<file path="src/rtl/cfa_tap_window_h.sv">
// Streams 5-tap horizontal windows (m2,m1,c,p1,p2) centred on each pixel of a CFA line.
// Edge padding mirrors about the edge pixel; define CFA_EDGE_REPLICATE_EN to replicate it instead.
module cfa_tap_window_h #(
  parameter int pixelBitWidth = 12,
  parameter int LINE_WIDTH    = 640,
  parameter int COL_W         = 10
) (
  input  logic                     clk,
  input  logic                     rst,
  input  logic                     in_valid,
  output logic                     in_ready,
  input  logic [pixelBitWidth-1:0] in_pixel,
  output logic                     out_valid,
  input  logic                     out_ready,
  output logic [pixelBitWidth-1:0] m2,
  output logic [pixelBitWidth-1:0] m1,
  output logic [pixelBitWidth-1:0] c,
  output logic [pixelBitWidth-1:0] p1,
  output logic [pixelBitWidth-1:0] p2,
  output logic [COL_W-1:0]         out_col,
  output logic                     out_eol
);

  localparam logic [COL_W-1:0] LAST_COL   = COL_W'(LINE_WIDTH - 1);
  localparam logic [COL_W-1:0] PENULT_COL = COL_W'(LINE_WIDTH - 2);

  typedef logic [pixelBitWidth-1:0] pix_t;
  typedef enum logic [1:0] {S_FILL, S_RUN, S_FLUSH1, S_FLUSH2} state_t;

  state_t           r_state;
  logic [COL_W-1:0] r_col;
  pix_t             r_hist [4];
  pix_t             r_m2, r_m1, r_c, r_p1, r_p2;
  logic             r_out_valid;
  logic [COL_W-1:0] r_out_col;
  logic             r_out_eol;

  logic w_slot_free;
  logic w_in_acc;
  logic w_out_xfer;
  pix_t w_run_m2, w_run_m1, w_fl1_p2, w_fl2_p1, w_fl2_p2;

  assign w_slot_free = !r_out_valid || out_ready;
  assign w_in_acc    = in_valid && in_ready;
  assign w_out_xfer  = r_out_valid && out_ready;

  always_comb begin
    in_ready = 1'b0;
    case (r_state)
      S_FILL:  in_ready = 1'b1;
      S_RUN:   in_ready = w_slot_free;
      default: in_ready = 1'b0;
    endcase
  end

  // r_hist[0] holds column k-1 while column k is on the input.
`ifdef CFA_EDGE_REPLICATE_EN
  assign w_run_m2 = (r_col == COL_W'(2)) ? r_hist[1] :
                    (r_col == COL_W'(3)) ? r_hist[2] : r_hist[3];
  assign w_run_m1 = (r_col == COL_W'(2)) ? r_hist[1] : r_hist[2];
  assign w_fl1_p2 = r_hist[0];
  assign w_fl2_p1 = r_hist[0];
  assign w_fl2_p2 = r_hist[0];
`else
  assign w_run_m2 = (r_col == COL_W'(2)) ? in_pixel :
                    (r_col == COL_W'(3)) ? r_hist[1] : r_hist[3];
  assign w_run_m1 = (r_col == COL_W'(2)) ? r_hist[0] : r_hist[2];
  assign w_fl1_p2 = r_hist[1];
  assign w_fl2_p1 = r_hist[1];
  assign w_fl2_p2 = r_hist[2];
`endif

  genvar gi;
  generate
    for (gi = 0; gi < 4; gi++) begin : g_hist
      if (gi == 0) begin : g_head
        always_ff @(posedge clk or negedge rst) begin
          if (!rst)          r_hist[gi] <= '0;
          else if (w_in_acc) r_hist[gi] <= in_pixel;
        end
      end else begin : g_tail
        always_ff @(posedge clk or negedge rst) begin
          if (!rst)          r_hist[gi] <= '0;
          else if (w_in_acc) r_hist[gi] <= r_hist[gi-1];
        end
      end
    end
  endgenerate

  always_ff @(posedge clk or negedge rst) begin
    if (!rst) begin
      r_state     <= S_FILL;
      r_col       <= '0;
      r_m2        <= '0;
      r_m1        <= '0;
      r_c         <= '0;
      r_p1        <= '0;
      r_p2        <= '0;
      r_out_valid <= 1'b0;
      r_out_col   <= '0;
      r_out_eol   <= 1'b0;
    end else begin
      // A drained slot empties unless a new window is loaded below.
      if (w_out_xfer) r_out_valid <= 1'b0;
      case (r_state)
        S_FILL: begin
          if (w_in_acc) begin
            r_col <= r_col + COL_W'(1);
            if (r_col == COL_W'(1)) r_state <= S_RUN;
          end
        end
        S_RUN: begin
          if (w_in_acc) begin
            r_m2        <= w_run_m2;
            r_m1        <= w_run_m1;
            r_c         <= r_hist[1];
            r_p1        <= r_hist[0];
            r_p2        <= in_pixel;
            r_out_valid <= 1'b1;
            r_out_col   <= r_col - COL_W'(2);
            r_out_eol   <= 1'b0;
            if (r_col == LAST_COL) begin
              r_col   <= '0;
              r_state <= S_FLUSH1;
            end else begin
              r_col <= r_col + COL_W'(1);
            end
          end
        end
        S_FLUSH1: begin
          if (w_slot_free) begin
            r_m2        <= r_hist[3];
            r_m1        <= r_hist[2];
            r_c         <= r_hist[1];
            r_p1        <= r_hist[0];
            r_p2        <= w_fl1_p2;
            r_out_valid <= 1'b1;
            r_out_col   <= PENULT_COL;
            r_out_eol   <= 1'b0;
            r_state     <= S_FLUSH2;
          end
        end
        S_FLUSH2: begin
          if (w_slot_free) begin
            r_m2        <= r_hist[2];
            r_m1        <= r_hist[1];
            r_c         <= r_hist[0];
            r_p1        <= w_fl2_p1;
            r_p2        <= w_fl2_p2;
            r_out_valid <= 1'b1;
            r_out_col   <= LAST_COL;
            r_out_eol   <= 1'b1;
            r_state     <= S_FILL;
          end
        end
        default: r_state <= S_FILL;
      endcase
    end
  end

  assign out_valid = r_out_valid;
  assign m2        = r_m2;
  assign m1        = r_m1;
  assign c         = r_c;
  assign p1        = r_p1;
  assign p2        = r_p2;
  assign out_col   = r_out_col;
  assign out_eol   = r_out_eol;

endmodule

</file>
<file path="config.mk">
export PLATFORM = sky130hd
export DESIGN_NAME = cfa_tap_window_h
export DESIGN_NICKNAME = d
export VERILOG_FILES = /design/src/rtl/cfa_tap_window_h.sv
export SDC_FILE = /design/constraint.sdc
export NUM_CORES = 1
export LEC_CHECK = 0
export CORE_UTILIZATION = 50
export CTS_CLUSTER_SIZE = 28
export DETAILED_ROUTE_END_ITERATION = 6
export GPL_ROUTABILITY_DRIVEN = 1
export GPL_TIMING_DRIVEN = 0
export PLACE_DENSITY = 0.81
export SYNTH_ARGS = -nofsm -noshare
export SYNTH_HDL_FRONTEND = slang
export SYNTH_SLANG_ARGS = --single-unit
</file>
<file path="constraint.sdc">
create_clock -name clk -period 2.65 [get_ports clk]
set_input_delay 0.265 -clock clk [delete_from_list [all_inputs] [get_ports clk]]
set_output_delay 0.265 -clock clk [all_outputs]
set_load 0.05 [all_outputs]
</file>
==> results.yml <==
run_status:
  status: "finished, violations left"
  violations: "DRC"
sta:
  drv_slew: 0
  setup_viol: 0
  worst_pin_slew_ps: 905
  finalCriticalPeriod_ps: 2520
  timing.slew.headroom: 0.397
  rsz0062_at_grt: "no"
  fin_crit_sh: 0.951
  finClkSkew_ps: 7.73
  hold_viol: 0
  fmax_mhz: 397
critical_path:
  reg2reg_from: "r_state[1]$_DFFE_PN0P_"
  cp_common_cell: "clkbuf_1"
  critical_path_required_ps: 3000
  slowest_delay_ps: 500
  crit_arrival_ps: 2870
  r2r_cells: 7
  worst-setup-path-type: "flop to flop"
  start_kind: "flop"
  cp-end-kind: "flop"
  r2r_end: "m1[1]$_DFFE_PN0P_"
  worst_path_max_delay_cell: "clkbuf_1"
  cp_max_fo: 10
  crit_chain: "ha_1 > clkbuf_1 > nor2_2 > clkbuf_1 > nand2_1 > mux2_2 > a31oi_1"
  rrSetupSlack_ps: 130
cts:
  cts.sinks: 132
  clk_path_buf_depth: 2
  htreeDepth: 4
  numCtsBuffers: 17
  post_cts_buffers: 0
  cts_root_buf: "clkbuf_16"
  clk_pin_slew_ps: 60
  cts_tree: "done"
  insertion_delay_ps: 430
place:
  port_buffers: 87
  gp_congestion: 0.906
  hpwl_um: 15000
  dpl_cell_area_sq_um: 7960
global_routing:
  track_usage: 0.326
  grt_start_max_net_pins: 103
  grt_overflow: 0
  grt_pass1_wl_um: 34800
  grt_pass1_vias: 6222
  antenna_found_initial: 0
drt:
  wirelength_um: 22300
  ant_nets: 0
  via_per_inst: 6.52
  wl_per_cell_um: 23.8
  num_vias: 6104
  first_pass_iters: 7
  drc: 3
  first_iter_violations: 597
worst_hold_path:
  hold_class: "primary input to asynchronous set/reset pin"
floorplan:
  start_util: 0.515
  num_rows: 42
  dieArea_sq_um: 14200
  core_sq_um: 13300
  num_io_pins: 89
  dieHeight_um: 119
  die_w_um: 119
logic_synthesis:
  synth_top_area_frac: 0.483
  syn_nets: 665
  synth_warnings: 0
  netlist_top_cells_area: "dfrtp_1 48%, mux2_2 8.6%, a21oi_1 6.9%, a31oi_1 4.7%, a22oi_1 3.9%"
  synth_commonest_cells: "132 x dfrtp_1, 95 x a21oi_1, 52 x mux2_2"
  synth_edf_count: 0
  yosysSeqAreaShare: 0.483
  syn_area_per_cell_sq_um: 10.7
  synth-async-reset-ratio: 1.00
  ys_ff_latch: 132
  yosys.area.top_type: "dfrtp_1"
  synth_cells: 640
  synth_ff_type: "dfrtp_1"
  synth.most_common_cell: "dfrtp_1"
  synth_cell_types: 54
  netlist_area_sq_um: 6840
final_layout:
  final_area_sq_um: 8570
  layout-drive-gt1-share: 0.184
  nFillCells: 1046
  antennaDiodeCount: 0
  area_growth_pct: 25.2
  nets: 773
power_and_ir_drop:
  p_per_area_nw_per_um2: 1020
  ir_worst_vdd_mv: 0.539
  power_leakage_nw: 3.43
  fin_total_pwr_mw: 8.73
job:
  maxCapViolCount: 0
==> metrics by stage <==
stage / setup WS [ps] / utilization / setup TNS, ps / instances / hold WS [ps]
6_report: 131 / 0.644 / 0 / 936 / 278
4_1_cts: 39.1 / 0.645 / 0 / 936 / 270
5_1_grt: 25.9 / 0.644 / 0 / 936 / 294
2_1_floorplan: 447 / - / 0 / 640 / -30.6
3_5_place_dp: -160 / 0.599 / -160 / 904 / 164
3_3_place_gp: -3730 / 0.597 / -490700 / 903 / 470
==> area by class of cell <==
class                           instances  area [sq um]  area share
Sequential cell                       132          3300       0.386
Multi-Input combinational cell        434          3200       0.373
Timing Repair Buffer                   89           905       0.106
Clock buffer                           20           467      0.0545
Buffer                                 61           298      0.0348
Tap cell                              176           220      0.0257
Clock inverter                         11           128      0.0149
Inverter                               13          48.8     0.00570
==> worst max-delay path: cells and delay by family (launching register included) <==
kind                     cells  cell delay [ps]
buffers and inverters        2              740
AND/OR/NAND/NOR              2              580
flip-flops                   1              440
multiplexers                 1              300
adder cells (fa/ha/maj)      1              210
AO/OA/AOI/OAI                1              170
==> worst max-delay path by stage <==
stage	from	slack, ps	end	cells past startpoint
floorplan	out_valid$_DFF_PN0_	450	r_col[6]$_DFFE_PN0P_	5
global placement	rst	-3730	out_col[0]$_DFFE_PN0P_	1
detailed placement	out_ready	-160	in_ready	5
CTS	r_state[1]$_DFFE_PN0P_	40	m2[10]$_DFFE_PN0P_	7
global route	r_state[1]$_DFFE_PN0P_	30	in_ready	6
finish	r_state[1]$_DFFE_PN0P_	130	m1[1]$_DFFE_PN0P_	7
==> registers in the layout, summed over array words and instances (netlist names) <==
name / flops
m1: 12
out_valid: 1
m2: 12
w_fl1_p2: 12
c: 12
out_col: 10
r_col: 10
w_fl2_p2: 12
r_hist: 24
p2: 12
out_eol: 1
p1: 12
r_state: 2
==> logic make-up (layout without fill, tap and decap cells) <==
kind of cell / after synthesis / after routing / share of synthesized area
AO/OA/AOI/OAI: 216 / 216 / 0.197
flip-flops: 132 / 132 / 0.483
AND/OR/NAND/NOR: 112 / 112 / 0.0975
multiplexers: 87 / 87 / 0.144
buffers and inverters: 74 / 194 / 0.0497
XOR/XNOR: 10 / 10 / 0.0128
adder cells (fa/ha/maj): 9 / 9 / 0.0165
==> repair_timing <==
item / in CTS / in global routing
resized for setup: 4 / 8
hold buffers: 1 / 0
endpoints found under the setup margin: 1 / 23
hold endpoints to repair: 30 / 0
==> layout by cell type, fill, tap and decap left out, drive strengths merged, types with 2 or more instances in the layout <==
master and instances:
nand4 7, dfrtp 132, nor4 3, a31oi 51, o21bai 2, nor2 4
clkdlybuf4s50 85, bufinv 2, inv 14, nand3 6, clkbuf 48, o221ai 3
nand4b 11, xor2 3, mux2 62, o2111ai 9, o21ai 4, buf 36
clkinvlp 3, a21oi 96, a22oi 36, o2bb2ai 3, mux2i 25, and4 3
ha 9, and2 6, nand2 42, xnor2 7, o211ai 3, clkinv 5
nor3b 12, nor4bb 2, nor3 10
==> report_power, final <==
group	switching (mW)	leakage (nW)	internal, mW	total (mW)
sequential	0.616	1.52	2.56	3.18
clock	0.915	0.284	1.46	2.37
combinational	1.98	1.63	1.21	3.19
==> metal layers <==
metal,part of all wire,global-route usage
met3,0.10,0.110
met2,0.46,0.500
met5,0,0
met4,0.046,0.165
met1,0.39,0.409
Note: power is estimated with default switching activity, not from simulation.
